===== config.mk =====
export PLATFORM = sky130hd
export DESIGN_NAME = decode_queue_flat
export DESIGN_NICKNAME = d
export VERILOG_FILES = /design/src/rtl/decode_queue_if.sv /design/src/rtl/decode_queue.sv /design/src/flat_wrapper.sv
export SDC_FILE = /design/constraint.sdc
export NUM_CORES = 1
export LEC_CHECK = 0
export BUFFER_PORTS_ARGS = -buffer_cell sky130_fd_sc_hd__buf_4
export CAP_MARGIN = 10
export CORE_ASPECT_RATIO = 1.1
export CORE_MARGIN = 1
export CORE_UTILIZATION = 61
export DETAILED_ROUTE_END_ITERATION = 8
export MAX_ROUTING_LAYER = met4
export PLACE_DENSITY = 0.9
export SLEW_MARGIN = 5
export SYNTH_ARGS = -nofsm -noshare
export SYNTH_HDL_FRONTEND = slang
export SYNTH_SLANG_ARGS = --single-unit
export TNS_END_PERCENT = 100

===== constraint.sdc =====
create_clock -name clk -period 5.28 [get_ports clk]
set_input_delay 0 -clock clk [delete_from_list [all_inputs] [get_ports clk]]
set_output_delay 0 -clock clk [all_outputs]
set_load 0.02 [all_outputs]

===== src/rtl/decode_queue_if.sv =====
// ---------------------------------------------------------------------------
// decode_queue_if
// Handshake bundle between instruction fetch, the decode queue and decode.
//
// Fetch side : if_valid, if_ready, if_pc, if_inst, if_fetch_err
// Decode side: id_valid, id_ready, id_pc, id_inst, id_bd, id_is_branch,
//              id_is_eret, id_exc, id_excode
// Status     : occupancy (number of buffered instructions)
//
// Modports:
//   slave  - the queue itself (accepts fetches, presents the head to decode)
//   master - the surrounding pipeline (drives fetches, consumes the head)
// ---------------------------------------------------------------------------
interface decode_queue_if #(
   parameter int PTR_W = 2,
   parameter int PC_W  = 32
);
   logic              if_valid;
   logic              if_ready;
   logic [PC_W-1:0]   if_pc;
   logic [31:0]       if_inst;
   logic              if_fetch_err;

   logic              id_valid;
   logic              id_ready;
   logic [PC_W-1:0]   id_pc;
   logic [31:0]       id_inst;
   logic              id_bd;
   logic              id_is_branch;
   logic              id_is_eret;
   logic              id_exc;
   logic [4:0]        id_excode;

   logic [PTR_W:0]    occupancy;

   modport slave (
      input  if_valid, if_pc, if_inst, if_fetch_err, id_ready,
      output if_ready, id_valid, id_pc, id_inst, id_bd, id_is_branch,
             id_is_eret, id_exc, id_excode, occupancy
   );

   modport master (
      output if_valid, if_pc, if_inst, if_fetch_err, id_ready,
      input  if_ready, id_valid, id_pc, id_inst, id_bd, id_is_branch,
             id_is_eret, id_exc, id_excode, occupancy
   );
endinterface


===== src/rtl/decode_queue.sv =====
// ---------------------------------------------------------------------------
// decode_queue
// Instruction buffer and pre-decode stage sitting between IF and ID of the
// MIPS pipeline. Fetched instructions are held in a circular FIFO of
// 2^PTR_W entries; the head entry is classified (branch/jump, ERET,
// SYSCALL, BREAK, reserved instruction) and tagged with its branch delay
// slot status and a prioritised exception code.
//
// Ports:
//   clk    - clock, all state updates on the rising edge
//   rst    - asynchronous active-high reset
//   flush  - synchronous pipeline flush, empties the queue
//   q      - decode_queue_if.slave bundle (fetch side, decode side,
//            occupancy)
//
// Build option:
//   DECODE_QUEUE_STALL_ON_EXC_EN - when defined, popping an instruction
//   that carries an exception freezes the decode side until a flush or
//   reset. When undefined, following entries are presented normally.
// ---------------------------------------------------------------------------
module decode_queue #(
   parameter int PTR_W = 2,
   parameter int PC_W  = 32
) (
   input  logic           clk,
   input  logic           rst,
   input  logic           flush,
   decode_queue_if.slave  q
);

   localparam int             DEPTH      = 1 << PTR_W;
   localparam logic [PTR_W:0] FULL_COUNT = (PTR_W + 1)'(DEPTH);

   localparam logic [4:0] EXC_ADEL = 5'd4;
   localparam logic [4:0] EXC_SYS  = 5'd8;
   localparam logic [4:0] EXC_BP   = 5'd9;
   localparam logic [4:0] EXC_RI   = 5'd10;

   logic [PC_W-1:0]  pc_mem   [DEPTH];
   logic [31:0]      inst_mem [DEPTH];
   logic             err_mem  [DEPTH];

   logic [PTR_W-1:0] rd_ptr;
   logic [PTR_W-1:0] wr_ptr;
   logic [PTR_W:0]   count;
   logic             bd_flag;
   logic             stall_flag;

   logic             ready_int;
   logic             valid_int;
   logic             push;
   logic             pop;

   logic [PC_W-1:0]  head_pc;
   logic [31:0]      head_inst;
   logic             head_err;
   logic [5:0]       opcode;
   logic [4:0]       rt;
   logic [5:0]       funct;
   logic             is_branch;
   logic             is_eret;
   logic             op_legal;
   logic             is_syscall;
   logic             is_break;
   logic             exc;
   logic [4:0]       excode;

   // A full queue refuses pushes even if the head is popped in the same
   // cycle, so if_ready never depends combinationally on id_ready.
   assign ready_int = (count != FULL_COUNT);
   assign valid_int = (count != '0) && !stall_flag;

   // Flush wins over both handshakes: nothing is written and nothing is
   // consumed in the flush cycle.
   assign push = q.if_valid && ready_int && !flush;
   assign pop  = valid_int && q.id_ready && !flush;

   assign head_pc   = pc_mem[rd_ptr];
   assign head_inst = inst_mem[rd_ptr];
   assign head_err  = err_mem[rd_ptr];
   assign opcode    = head_inst[31:26];
   assign rt        = head_inst[20:16];
   assign funct     = head_inst[5:0];

   // Pre-decode of the head entry. REGIMM branches are the rt values whose
   // middle three bits are zero (bltz/bgez and their linking forms); jr and
   // jalr share funct 00100x.
   always_comb begin
      is_branch = 1'b0;
      case (opcode)
         6'b000010, 6'b000011, 6'b000100,
         6'b000101, 6'b000110, 6'b000111: is_branch = 1'b1;
         6'b000001:                       is_branch = (rt[3:1] == 3'b000);
         6'b000000:                       is_branch = (funct[5:1] == 5'b00100);
         default:                         is_branch = 1'b0;
      endcase

      op_legal = 1'b0;
      if (opcode[5:4] == 2'b00)
         op_legal = 1'b1;
      else if (opcode == 6'b010000)
         op_legal = 1'b1;
      else if (opcode[5:3] == 3'b100 && opcode[2:0] != 3'b111)
         op_legal = 1'b1;
      else if (opcode[5:2] == 4'b1010)
         op_legal = 1'b1;
      else if (opcode == 6'b101110)
         op_legal = 1'b1;

      is_eret    = (head_inst == 32'h4200_0018);
      is_syscall = (opcode == 6'b000000) && (funct == 6'b001100);
      is_break   = (opcode == 6'b000000) && (funct == 6'b001101);

      // A fetch address error means the word itself is meaningless, so it
      // outranks anything decoded from it.
      exc    = 1'b1;
      excode = EXC_ADEL;
      if (head_err)
         excode = EXC_ADEL;
      else if (!op_legal)
         excode = EXC_RI;
      else if (is_syscall)
         excode = EXC_SYS;
      else if (is_break)
         excode = EXC_BP;
      else begin
         exc    = 1'b0;
         excode = 5'd0;
      end
   end

   // Everything on the decode side reads zero while no entry is presented,
   // which also keeps the unreset storage from leaking out after reset.
   assign q.if_ready     = ready_int;
   assign q.id_valid     = valid_int;
   assign q.id_pc        = valid_int ? head_pc   : '0;
   assign q.id_inst      = valid_int ? head_inst : '0;
   assign q.id_bd        = valid_int && bd_flag;
   assign q.id_is_branch = valid_int && is_branch;
   assign q.id_is_eret   = valid_int && is_eret;
   assign q.id_exc       = valid_int && exc;
   assign q.id_excode    = valid_int ? excode : 5'd0;
   assign q.occupancy    = count;

   // Storage is deliberately left without reset; the pointers and count
   // decide which entries are meaningful.
   always_ff @(posedge clk) begin
      if (push) begin
         pc_mem[wr_ptr]   <= q.if_pc;
         inst_mem[wr_ptr] <= q.if_inst;
         err_mem[wr_ptr]  <= q.if_fetch_err;
      end
   end

   // Queue control. The delay-slot flag remembers whether the last popped
   // instruction was a branch, so it follows the instruction stream rather
   // than the storage slots.
   always_ff @(posedge clk or posedge rst) begin
      if (rst) begin
         rd_ptr     <= '0;
         wr_ptr     <= '0;
         count      <= '0;
         bd_flag    <= 1'b0;
         stall_flag <= 1'b0;
      end else if (flush) begin
         rd_ptr     <= '0;
         wr_ptr     <= '0;
         count      <= '0;
         bd_flag    <= 1'b0;
         stall_flag <= 1'b0;
      end else begin
         if (push)
            wr_ptr <= wr_ptr + 1'b1;
         if (pop) begin
            rd_ptr  <= rd_ptr + 1'b1;
            bd_flag <= is_branch;
         end
`ifdef DECODE_QUEUE_STALL_ON_EXC_EN
         if (pop && exc)
            stall_flag <= 1'b1;
`else
         stall_flag <= 1'b0;
`endif
         case ({push, pop})
            2'b10:   count <= count + 1'b1;
            2'b01:   count <= count - 1'b1;
            default: count <= count;
         endcase
      end
   end

endmodule

===== src/flat_wrapper.sv =====
// flat-port wrapper written by rule: the top's interface ports become plain ports
module decode_queue_flat 
#(
   parameter int PTR_W = 2,
   parameter int PC_W  = 32
)
  (clk, rst, flush, q_if_valid, q_if_pc, q_if_inst, q_if_fetch_err, q_id_ready, q_if_ready, q_id_valid, q_id_pc, q_id_inst, q_id_bd, q_id_is_branch, q_id_is_eret, q_id_exc, q_id_excode, q_occupancy);
  decode_queue_if #(.PTR_W(PTR_W), .PC_W(PC_W)) q_i ();
  input  logic clk;
  input  logic rst;
  input  logic flush;
  input wire logic [$bits(q_i.if_valid)-1:0] q_if_valid;
  input wire logic [$bits(q_i.if_pc)-1:0] q_if_pc;
  input wire logic [$bits(q_i.if_inst)-1:0] q_if_inst;
  input wire logic [$bits(q_i.if_fetch_err)-1:0] q_if_fetch_err;
  input wire logic [$bits(q_i.id_ready)-1:0] q_id_ready;
  output wire logic [$bits(q_i.if_ready)-1:0] q_if_ready;
  output wire logic [$bits(q_i.id_valid)-1:0] q_id_valid;
  output wire logic [$bits(q_i.id_pc)-1:0] q_id_pc;
  output wire logic [$bits(q_i.id_inst)-1:0] q_id_inst;
  output wire logic [$bits(q_i.id_bd)-1:0] q_id_bd;
  output wire logic [$bits(q_i.id_is_branch)-1:0] q_id_is_branch;
  output wire logic [$bits(q_i.id_is_eret)-1:0] q_id_is_eret;
  output wire logic [$bits(q_i.id_exc)-1:0] q_id_exc;
  output wire logic [$bits(q_i.id_excode)-1:0] q_id_excode;
  output wire logic [$bits(q_i.occupancy)-1:0] q_occupancy;
  assign q_i.if_valid = q_if_valid;
  assign q_i.if_pc = q_if_pc;
  assign q_i.if_inst = q_if_inst;
  assign q_i.if_fetch_err = q_if_fetch_err;
  assign q_i.id_ready = q_id_ready;
  assign q_if_ready = q_i.if_ready;
  assign q_id_valid = q_i.id_valid;
  assign q_id_pc = q_i.id_pc;
  assign q_id_inst = q_i.id_inst;
  assign q_id_bd = q_i.id_bd;
  assign q_id_is_branch = q_i.id_is_branch;
  assign q_id_is_eret = q_i.id_is_eret;
  assign q_id_exc = q_i.id_exc;
  assign q_id_excode = q_i.id_excode;
  assign q_occupancy = q_i.occupancy;
  decode_queue #(.PTR_W(PTR_W), .PC_W(PC_W)) u_core (.clk(clk), .rst(rst), .flush(flush), .q(q_i));
endmodule

==> results of run 1 <==
-- synth_stat cells, types with 2 or more instances --
master	n
nor3_1	4
inv_1	10
nand4_1	2
nand3_1	3
and2_1	67
clkbuf_1	9
edfxtp_1	260
o21ai_0	2
mux4_2	46
xnor2_1	2
nor4_2	4
buf_12	3
nor3b_1	2
buf_2	9
mux4_1	19
nand2_1	6
o22ai_1	2
a21oi_1	5
ha_1	4
nor2_1	15
dfrtp_1	8
xor2_1	3
nor3b_2	2
-- through the flow --
| step | power [mW] | hold WS (ps) | worst slack, ps |
|---|---|---|---|
| floorplan | 3.988 | -184.3 | 2177 |
| global placement | 4.687 | -40.69 | 2391 |
| detailed placement | 4.742 | -15.56 | 2343 |
| CTS | 6.429 | 199.2 | 1788 |
| global route | 6.658 | 208.6 | 1683 |
| finish | 6.406 | 216.8 | 1815 |
-- cell type report --
class / count / area [um2]
diodes: 1 / 2.502
clock buffers: 36 / 688.2
clock inverters: 10 / 65.06
fillers: 874 / 3640
inverters: 10 / 37.54
multi-input cells: 202 / 2449
flip-flops and latches: 268 / 8013
well taps: 234 / 292.8
repair buffers: 220 / 1829
-- sequential cells by signal (all words and copies together) (netlist names) --
signal,flops
u_core.q.occupancy,3
u_core.pc_mem,128
u_core.inst_mem,128
u_core.wr_ptr,2
u_core.err_mem,4
u_core.rd_ptr,2
u_core.bd_flag,1
-- metal layers --
metal / vias to the layer above / routed length, um
met3: 52 / 1057
met5: - / 0
met2: 232 / 11340
met4: 0 / 610
met1: 2828 / 8380
li1: 2489 / -
-- logic make-up after synthesis --
kind of cell / Yosys count
and+or+nand+nor: 110
DFF: 268
other: 1
muxes: 66
xor gates and xnor gates: 5
adders and majority gates: 5
buffers and inverters: 34
AOI/OAI and AO/OA: 15
-- where the power goes --
part           internal, mW  switching [mW]
clock network         0.913           0.739
logic                 0.991            1.14
registers              2.47           0.146
-- final timing paths --
| path | from | endpoint | cells past startpoint |
|---|---|---|---|
| max | u_core.rd_ptr[1] | q_id_is_eret | 6 |
| min | q_if_inst[13] | u_core.inst_mem[0][13] | 2 |
| max reg2reg | u_core.rd_ptr[1] | u_core.bd_flag | 5 |
| min reg2reg | u_core.wr_ptr[1] | u_core.wr_ptr[1] | 2 |
| max in group asynchronous | rst | u_core.rd_ptr[0] | 4 |
| min in group asynchronous | rst | u_core.wr_ptr[0] | 4 |
==> results.txt, run 1 <==
- Cells traversed along the worst timing path: buf_4 > mux4_1 > nor4_2 > nand4_1 > nor4_2 > buf_4
* DRC marker count from the first detailed-route iteration: 332
* Routed WL per cell: 21.80 um
- The area growth from synthesis to layout is 25.66%.
- Synth warnings: 0
- For this design the ratio of total power to cell area is 478.9 nW/um2.
- Once the clock tree was built, the resizer swapped 0 gates to a different size.
- Cells taking the most area after synthesis: edfxtp_1, mux4_2, mux4_1
- Global-route met1 utilization: 0.3162
- Number of distinct library cells after synthesis: 40
- The biggest area contributor in the post-synthesis netlist is edfxtp_1.
* Initial Utilization: 0.6256
- Top Family by Delay on Critical Path: flip-flops
- The share of the Yosys chip area taken by registers is 0.7522.
- STA classifies the critical path startpoint as a register.
* Final worst clock skew: 7.498 ps
- IO buf count: 146
- The max-slew violation count came to 0.
- Class of the most critical hold timing path: primary input to register
- In the finished design, the share of the clock period the worst path needs comes to 0.6563.
* Hold violation count in the final report: 0
* Sink count of the clock tree: 268
- Across all layers, the routed design uses 5601 vias.
* Highest-count cells in the layout ignoring fill and taps: edfxtp_1, buf_4, dlygate4sd3_1, and2_1, mux4_2
- Among all flip-flop cells after synthesis, the most frequent one is edfxtp_1.
- Crit path capture type: output pin
* Post-Synthesis Cell Area: 10650 um2
- The first global-routing pass estimated 32490 um of wire.
* Average cell area after synthesis: 21.12 um2
- The number of clock buffers added by TritonCTS is 26.
- Sum of net half-perimeters after detailed placement: 11760 um
- The number of antenna violations at the first check in global routing is 1.
- For this design, the slowest cell found on the critical path is dfrtp_2.
* Width of the die: 128.0 um
- In the global route stage, met3 resource usage came out at 0.03361.
- Async set-or-reset flop fraction in the synthesized netlist: 0.02985
- Core region area: 17020 um2
- Status: completed
- Largest fanout on the critical path: 42
- Chip height: 140.6 um
- Across the run, the number of max-cap violations was 0.
- Subtracting the final worst setup slack from the clock period gives 3465 ps.
- Post-CTS setup buffers: 0
* Count of flip-flops with a built-in enable after synthesis: 260
* Grt met2 use: 0.4322
- Std cell rows: 50
* Post-Synth Adder-Cell Area: 0.006582
- After detailed placement, the design holds a cell count of 863.
- Number of global-route vias before repair: 5865
* CTS Hold Buffers Added: 71
* Total Routing Usage GR: 0.2539
- Post-Route WL: 21390 um
* Cells after Synth: 504
* Data arrival, critical path: 3470 ps
- The finished cells cover 13380 um2.
* Remaining antenna violation count: 0
* Maximum vdd ir drop: 0.3485 mV
- The share of synthesized area in the top cell type comes to 0.7334.
- Required time at the endpoint of the critical path: 5280 ps
- The post-synthesis compound-gate area fraction came to 0.009638.
- Non-filler cells, final: 981
* Multiplexer area fraction after synthesis: 0.1452
- The root buffer cell chosen for the clock tree is clkbuf_16.
* Static leakage: 4.653 nW
- Buf+Inv Stages, Crit Path: 2
* Standard cell area after detailed placement: 11910 um2
* DRC viols: 0
* Finished Core Util: 0.7861
* IO Count: 148
* Clock latency on the worst-skew pair: 520 ps
- Setup repair after global routing left no endpoint under its margin.
* Die Outline Area: 17980 um2
* Synthesized flop and latch total: 268
- Post-synthesis share of cell area spent on and, or, nand and nor gates: 0.06323
- After routing, the total negative slack on setup checks comes to 0 ps.
- The worst setup path is of the register to output pin kind.
- The setup check on the worst reg-to-reg path leaves a slack of 2490 ps.
* Combinational family with the most area after synthesis: multiplexers
* GRT busiest layer: met2
* Post-synth net total: 579
* Endpoints failing setup: 0
- Largest net degree at the start of global routing: 69
- For this run, the slowest stage of the critical path takes 1050 ps.
- After clock tree synthesis, the clock-pin slew on the worst setup and hold paths is 60 ps.
- In this run the deepest clock path goes through 3 buffers.
- The first detailed-routing pass took 5 iterations.
- Share of post-route cells with drive strength above 1: 0.3257
* Leading cell type in the layout, fill and taps excluded: edfxtp_1
* Htree depth: 1
- Timing would allow up to 0.2886 GHz.
- # nets final: 803
* Relative slew slack: 0.3112
- DR vias/cell: 5.709
* Clock tree from TritonCTS: done
- Of the total synthesized cell area, the portion taken by XOR and XNOR cells is 0.004114.
- Least-Margin Pin Slew: 1033 ps
* GRT Residual Overflow: 0
* Routability congestion estimate: 0.7613
Note: power is estimated with default switching activity, not from simulation.
==> run 2, diff against run 1 <==
--- a/config.mk
+++ b/config.mk
@@ -5,14 +5,15 @@
 export SDC_FILE = /design/constraint.sdc
 export NUM_CORES = 1
 export LEC_CHECK = 0
+export ABC_AREA = 1
 export BUFFER_PORTS_ARGS = -buffer_cell sky130_fd_sc_hd__buf_4
 export CAP_MARGIN = 10
 export CORE_ASPECT_RATIO = 1.1
 export CORE_MARGIN = 1
-export CORE_UTILIZATION = 61
+export CORE_UTILIZATION = 57
 export DETAILED_ROUTE_END_ITERATION = 8
 export MAX_ROUTING_LAYER = met4
-export PLACE_DENSITY = 0.9
+export PLACE_DENSITY = 0.85
 export SLEW_MARGIN = 5
 export SYNTH_ARGS = -nofsm -noshare
 export SYNTH_HDL_FRONTEND = slang
==> constraint.sdc (replaced) <==
create_clock -name clk -period 3.48 [get_ports clk]
set_input_delay 0 -clock clk [delete_from_list [all_inputs] [get_ports clk]]
set_output_delay 0 -clock clk [all_outputs]
set_load 0.02 [all_outputs]
==> results.txt, run 2 <==
- The post-route antenna net violation count is 0 (unchanged).
* Proportion of synthesized chip area in sequential cells: 0.7288 (-0.02347)
- The clock skew after layout came to 7.030 ps (-0.4674 ps).
* Largest fanout on the critical path: 71 (+69%)
- The number of flops mapped to enable cells by yosys was 260 (unchanged).
- The width of the chip was 134.4 um (+5.0%).
* Status: completed
* Chip height: 147.6 um (+5.0%)
- # nets final: 1196 (+49%)
* Root Driver: clkbuf_16
- Relative to the synthesized area, the layout overhead comes to 25.35%.
- The largest registers in the layout are u_core.inst_mem x128, u_core.pc_mem x128, u_core.err_mem x4.
- The pin count of the biggest net entering global routing came to 134 (+94%).
- The total number of yosys warnings was 0 (unchanged).
* DR vias/cell: 5.567 (-2.5%)
- The wire length after detailed routing came to 24890 um (+16%).
- The worst setup path is launched from a register.
- DRC marker count from the first detailed-route iteration: 785 (+140%)
- The worst setup path is of the register to output pin kind.
* Clock latency on the worst-skew pair: 520 ps (about the same)
- IO buf count: 146 (unchanged)
- Timing would allow up to 0.3457 GHz.
* Hold path startpoint: q_if_pc[2]
* Total Routing Usage GR: 0.2583 (+0.004374)
- After synthesis, the cell types taking the most area are edfxtp_1, nor2_1, nand2_1.
* Required time at the endpoint of the critical path: 3480 ps (-1800 ps)
- After synthesis, the most frequently instantiated cells are edfxtp_1, nor2_1, nand2_1.
- The cell depth of the worst min-delay path was 2 (unchanged).
* Placement Setup Slack: 1184 ps (-1159 ps)
- The half-perimeter wire length after detailed placement was 13100 um (+11%).
* Data arrival, critical path: 2890 ps (-580 ps)
- Standard cell area after detailed placement: 12200 um2 (+2.4%)
- The number of max-cap violations was 0 (unchanged).
* Number of buffers created by CTS: 25 (-3.8%)
- Synthesized flop and latch total: 268 (unchanged)
* Endpoints failing setup: 0 (unchanged)
* Final Cell Area: 13770 um2 (+3.0%)
- The startpoint identified for the worst register-to-register timing path is u_core.rd_ptr[1].
- Clock transition at the registers of the reported paths: 60 ps (about the same)
- R2R cell count: 9 (+4)
- The synthesized netlist net count was 991 (+71%).
- Detailed Routing Iterations Pass 1: 6 (+1)
- Highest-count cells in the layout ignoring fill and taps: edfxtp_1, nor2_1, nand2_1, buf_4, o21ai_0
- Initial Utilization: 0.5905 (-0.03508)
- On the critical path the largest part of the delay comes from buffers and inverters.
- End point of the worst hold path: u_core.pc_mem[1][2]
- The worst hold path belongs to the class primary input to register.
- Deepest clock path buffer count: 3 (unchanged)
* Post-synthesis cell type with the largest combined area: edfxtp_1
* DRC viols: 0 (unchanged)
- Buf+Inv Stages, Crit Path: 2 (unchanged)
* Crit path capture type: output pin
- Counting I/O delays and the setup requirement, the final critical path takes 2893 ps.
- Slowest Stage Delay on Critical Path: 610 ps (-440 ps)
- The netlist area before placement is 10990 um2 (+3.2%).
- The max-slew violation count was 0 (unchanged).
* Number of distinct library cells after synthesis: 33 (-18%)
- Routability congestion estimate: 0.8569 (+13%)
- Die Outline Area: 19840 um2 (+10%)
- Initial antenna violation count: 1 (unchanged)
- The number of global-route vias before repair came to 7268 (+24%).
- Among all stages on the critical path, the largest delay is contributed by buf_4.
- The headroom to the max-slew limit was 0.3824 (+0.07112).
* Cells after Synth: 916 (+82%)
- The total number of vias came to 7699 (+37%).
- The wire length of the first global-routing pass was 38020 um (+17%).
- Unrepaired setup endpoints after global routing: false
- The power per standard cell area came to 740.8 nW/um2 (+55%).
- Worst-case hold slack: 221.6 ps (+4.881 ps)
- The largest voltage drop on the vdd net was 0.5415 mV (+55%).
- Async set-or-reset flop fraction in the synthesized netlist: 0.02985 (unchanged)
- Most common cell in the synthesized netlist: edfxtp_1
- Least-Margin Pin Slew: 926.4 ps (-106.7 ps)
* Average cell area after synthesis: 12.00 um2 (-43%)
- Cell mode on critical path: buf_4
- Std cell rows: 52 (+4.0%)
* Main synth FF type: edfxtp_1
* Routed WL per cell: 18.00 um (-17%)
- Share of the cycle needed by the critical path after routing: 0.8312
- The remaining global-route overflow came to 0 (unchanged).
* Share of post-route cells with drive strength above 1: 0.1888 (-0.1370)
- Clock tree from TritonCTS: done
* Core region area: 18610 um2 (+9.4%)
* Sink count of the clock tree: 268 (unchanged)
* Final Worst Setup Slack: 587.3 ps (-1228 ps)
- Top cell type's share of synthesized area: 0.7105 (-0.02288)
* Hold violation count in the final report: 0 (unchanged)
- The total I/O pin count was 148 (unchanged).
- Leading cell type in the layout, fill and taps excluded: edfxtp_1
- Static leakage: 5.219 nW (+12%)
- Endpoint of the worst register-to-register path: u_core.bd_flag
- Cells traversed along the worst timing path: buf_4 > o21ai_1 > a21oi_2 > nand2_1 > nor3_1 > nand3_1 > nor2_1 > buf_4
* Setup slack, reg-to-reg: 1180 ps (-1310 ps)
* Htree depth: 1 (unchanged)
==> run 2: what timing repair did <==
| item | CTS | global route |
|---|---|---|
| setup buffers | 0 | 0 |
| setup endpoints to repair | 0 | 0 |
| hold endpoints to repair | 276 | 0 |
| gates resized for setup | 0 | 0 |
| hold buffers | 72 | 0 |
==> run 2: logic make-up (layout without fill, tap and decap cells) <==
family                     count (synthesis)  after routing  share of synthesized area
buffers and inverters                     76            299                    0.03963
AOI/OAI and AO/OA                        131            131                    0.06320
and+or+nand+nor                          433            433                     0.1601
DFF                                      268            268                     0.7288
adders and majority gates                  5              5                   0.006377
other                                      1              2                  0.0003413
xor gates and xnor gates                   2              2                   0.001594
==> run 2: where the power goes <==
part | switching [mW] | internal [mW]
sequential | 0.0737 | 3.73
combinational | 2.35 | 1.22
clock | 1.13 | 1.69
total | 3.55 | 6.65
==> run 2: metal layers <==
| layer | global-route usage | vias up | wire length (um) |
|---|---|---|---|
| met1 | 0.3255 | 3654 | 9856 |
| met4 | 0.08258 | 0 | 501 |
| met3 | 0.03429 | 50 | 1925 |
| li1 | - | 3592 | - |
| met5 | - | - | 0 |
| met2 | 0.4365 | 403 | 12610 |
==> run 2: how the worst max path moves through the flow <==
stage / from / endpoint / cells past startpoint
after global placement: u_core.rd_ptr[0] / q_id_is_eret / 8
after global routing: u_core.rd_ptr[0] / q_id_exc / 13
final: u_core.rd_ptr[0] / q_id_is_eret / 8
after CTS: u_core.rd_ptr[0] / q_id_is_eret / 8
after detailed placement: u_core.rd_ptr[0] / q_id_is_eret / 8
after floorplan: u_core.q.occupancy[0] / u_core.err_mem[0] / 6
==> run 2: cell type report <==
cell class | count | area [um2]
Inverter | 25 | 98.84
Antenna cell | 1 | 2.502
Tap cell | 243 | 304.0
Timing Repair Buffer | 229 | 1924
Sequential cell | 268 | 8013
Multi-Input combinational cell | 572 | 2581
Fill cell | 1168 | 4835
Clock inverter | 14 | 201.4
Clock buffer | 31 | 648.1
==> run 2: per-stage QoR <==
step / setup TNS [ps] / utilization / power, mW / std cells
after floorplan: -238920 / - / 6.068 / 916
after global placement: 0 / 0.6557 / 7.246 / 1265
after detailed placement: 0 / 0.6557 / 7.311 / 1265
after CTS: 0 / 0.7400 / 10.19 / 1382
after global routing: 0 / 0.7402 / 10.64 / 1383
final: 0 / 0.7402 / 10.20 / 1383
==> run 3, diff against run 2 <==
--- a/config.mk
+++ b/config.mk
@@ -5,7 +5,7 @@
 export SDC_FILE = /design/constraint.sdc
 export NUM_CORES = 1
 export LEC_CHECK = 0
-export ABC_AREA = 1
+export ABC_AREA = 0
 export BUFFER_PORTS_ARGS = -buffer_cell sky130_fd_sc_hd__buf_4
 export CAP_MARGIN = 10
 export CORE_ASPECT_RATIO = 1.1
==> constraint.sdc (replaced) <==
create_clock -name clk -period 3 [get_ports clk]
set_input_delay 0 -clock clk [delete_from_list [all_inputs] [get_ports clk]]
set_output_delay 0 -clock clk [all_outputs]
set_load 0.02 [all_outputs]
==> results.txt, run 3 (synthesized netlist as in run 1, its figures left out) <==
* Status: completed
* Worst r2r src: u_core.rd_ptr[0]
- Endpoints failing setup: 0 (unchanged)
- Deepest clock path buffer count: 3 (unchanged)
* Chip height: 145.3 um (-1.6%)
* Leading cell type in the layout, fill and taps excluded: edfxtp_1
- Htree depth: 1 (unchanged)
- Critical path destination: q_id_excode[0]
- The worst setup path is captured at an output pin.
- Remaining antenna violation count: 0 (unchanged)
- The final RePlAce weighted congestion is 0.8275 (-3.4%).
* Clock transition at the registers of the reported paths: 60 ps (about the same)
- For this run, the top clock speed supported by timing is 0.3527 GHz.
- The worst path needs 2835 ps of the cycle, external delays included.
- Buf+Inv Stages, Crit Path: 2 (unchanged)
- The total count of hold-check failures in the final report was 0 (unchanged).
- Cells traversed along the worst timing path: buf_6 > mux4_2 > nor3b_2 > nor3b_2 > nand3_1 > nor3_1 > buf_4
* Sum of net half-perimeters after detailed placement: 13090 um (about the same)
* Largest registers: u_core.inst_mem x128, u_core.pc_mem x128, u_core.err_mem x4
- The number of DRC violations after detailed routing was 0 (unchanged).
- R2R cell count: 6 (-3)
- Sink count of the clock tree: 268 (unchanged)
- The worst endpoint data arrival time came to 2840 ps (-50 ps).
- The headroom to the max-slew limit was 0.5582 (+0.1758).
- The critical path data required time came to 3000 ps (-480 ps).
* DR vias/cell: 5.708 (+2.5%)
- TritonCTS built the clock tree.
* IO buf count: 146 (unchanged)
- Final Worst Setup Slack: 164.6 ps (-422.7 ps)
- The largest voltage drop on the vdd net is 0.6675 mV (+23%).
* Die Outline Area: 19230 um2 (-3.1%)
- Detailed Routing Iterations Pass 1: 4 (-2)
- GRT Residual Overflow: 0 (unchanged)
- Launching element type of the critical path: register
- The number of max-cap violations was 0 (unchanged).
- The min-delay analysis places its worst path in the category primary input to register.
* Total Routing Usage GR: 0.2509 (-0.007363)
* Width of the die: 132.3 um (-1.5%)
- Number of global-route vias before repair: 6219 (-14%)
- The area of all sequential standard cells was 8013 um2 (unchanged).
* Share of the cycle needed by the critical path after routing: 0.9451
* Routed WL per cell: 22.67 um (+26%)
- Clock latency on the worst-skew pair: 530 ps (about the same)
- The critical path depth came to 7 (-1).
- Final-report max-slew violation count: 0 (unchanged)
- Setup repair after global routing left no endpoint under its margin.
- Std cell rows: 52 (unchanged)
- The transition time of the tightest slew-check pin came to 662.7 ps (-263.7 ps).
- Initial antenna violation count: 1 (unchanged)
- The worst hold path begins at q_if_pc[2].
- The cell depth of the worst min-delay path is 2 (unchanged).
* Share of post-route cells with drive strength above 1: 0.3590 (+0.1702)
* Slowest cell on crit path: mux4_2
* Worst setup path category: register to output pin
- The initial core utilization came to 0.5802 (-0.01031).
- The aggregate negative setup slack came to 0 ps (unchanged).
- The DRC violation total after the first TritonRoute iteration is 390 (-50%).
- Static leakage: 4.843 nW (-7.2%)
- Broken down by cell family, the worst path's largest delay share belongs to simple AND/OR/NAND/NOR gates.
- The pre-CTS worst setup slack was 548.6 ps (-635.7 ps).
* Largest fanout on the critical path: 10 (-86%)
- The worst register-to-register path ends at u_core.bd_flag.
- Highest-count cells in the layout ignoring fill and taps: edfxtp_1, buf_4, dlygate4sd3_1, and2_1, mux4_2
- Post-Route WL: 22890 um (-8.0%)
* Fill cell instance count of the final layout: 978 (-16%)
- Critical path launch point: u_core.rd_ptr[0]
- The TritonCTS buffer count was 26 (+4.0%).
* Wire length of the first global-routing pass: 34780 um (-8.5%)
- Slowest Stage Delay on Critical Path: 580 ps (-30 ps)
- Final worst clock skew: 11.72 ps (+4.692 ps)
* IO Count: 148 (unchanged)
- Setup slack, reg-to-reg: 630 ps (-550 ps)
* Vias after detailed routing: 5765 (-25%)
- Core region area: 18350 um2 (-1.4%)
- Root Driver: clkbuf_16
- Area grow syn2layout: 29.04%
- The multi-input logic area was 2449 um2 (-5.1%).
- The power per standard cell area is 872.2 nW/um2 (+18%).
* Cell mode on critical path: nor3b_2
- The total number of nets in the final design was 821 (-31%).
* Largest net degree at the start of global routing: 68 (-49%)
[run 3: repair_timing]
action / CTS / global route
endpoints found under the hold margin: 276 / 0
buffers inserted: 1 / 4
cloned: 0 / 0
hold buffers: 70 / 0
setup endpoints to repair: 1 / 4
gates resized for setup: 0 / 1
pin swaps: 0 / 0
[run 3: per-layer routing]
metal | part of all wire | global-route usage
met5 | 0 | -
met2 | 0.54 | 0.4354
met3 | 0.059 | 0.04145
met1 | 0.38 | 0.3031
met4 | 0.023 | 0.07874
[run 3: final cells by class]
type / instances / area share
tap: 243 / 0.02213
timing repair buffer: 238 / 0.1470
clock inverter: 18 / 0.01494
clock buffer: 30 / 0.05146
sequential: 268 / 0.5833
antenna: 1 / 0.0001822
multi-input combinational: 202 / 0.1782
inverter: 10 / 0.002732
[run 3: power breakdown]
part / leakage, nW / internal, mW / total (mW) / switching (mW)
Combinational: 1.93 / 1.85 / 4.12 / 2.27
Clock: 0.446 / 2.04 / 3.41 / 1.37
Sequential: 2.46 / 4.35 / 4.45 / 0.104
Total: 4.84 / 8.24 / 12.0 / 3.74
[run 3: worst min-delay path by stage]
| stage | endpoint | slack [ps] |
|---|---|---|
| 6_report | u_core.pc_mem[1][2] | 220 |
| 5_1_grt | u_core.pc_mem[2][2] | 210 |
| 4_1_cts | u_core.pc_mem[0][16] | 200 |
| 3_5_place_dp | u_core.bd_flag | -20 |
| 3_3_place_gp | u_core.bd_flag | -30 |
| 2_1_floorplan | u_core.bd_flag | -180 |
[run 3: stage by stage]
stage / total power [mW] / hold slack [ps] / cell area (um2) / util / instances
after global routing: 12.41 / 211.2 / 13740 / 0.7487 / 1010
after global placement: 8.376 / -28.25 / 12080 / 0.6582 / 886
after floorplan: 7.013 / -184.3 / 10650 / - / 504
final: 11.98 / 216.3 / 13740 / 0.7487 / 1010
after detailed placement: 8.454 / -18.47 / 12080 / 0.6582 / 886
after CTS: 11.95 / 199.3 / 13700 / 0.7467 / 1005
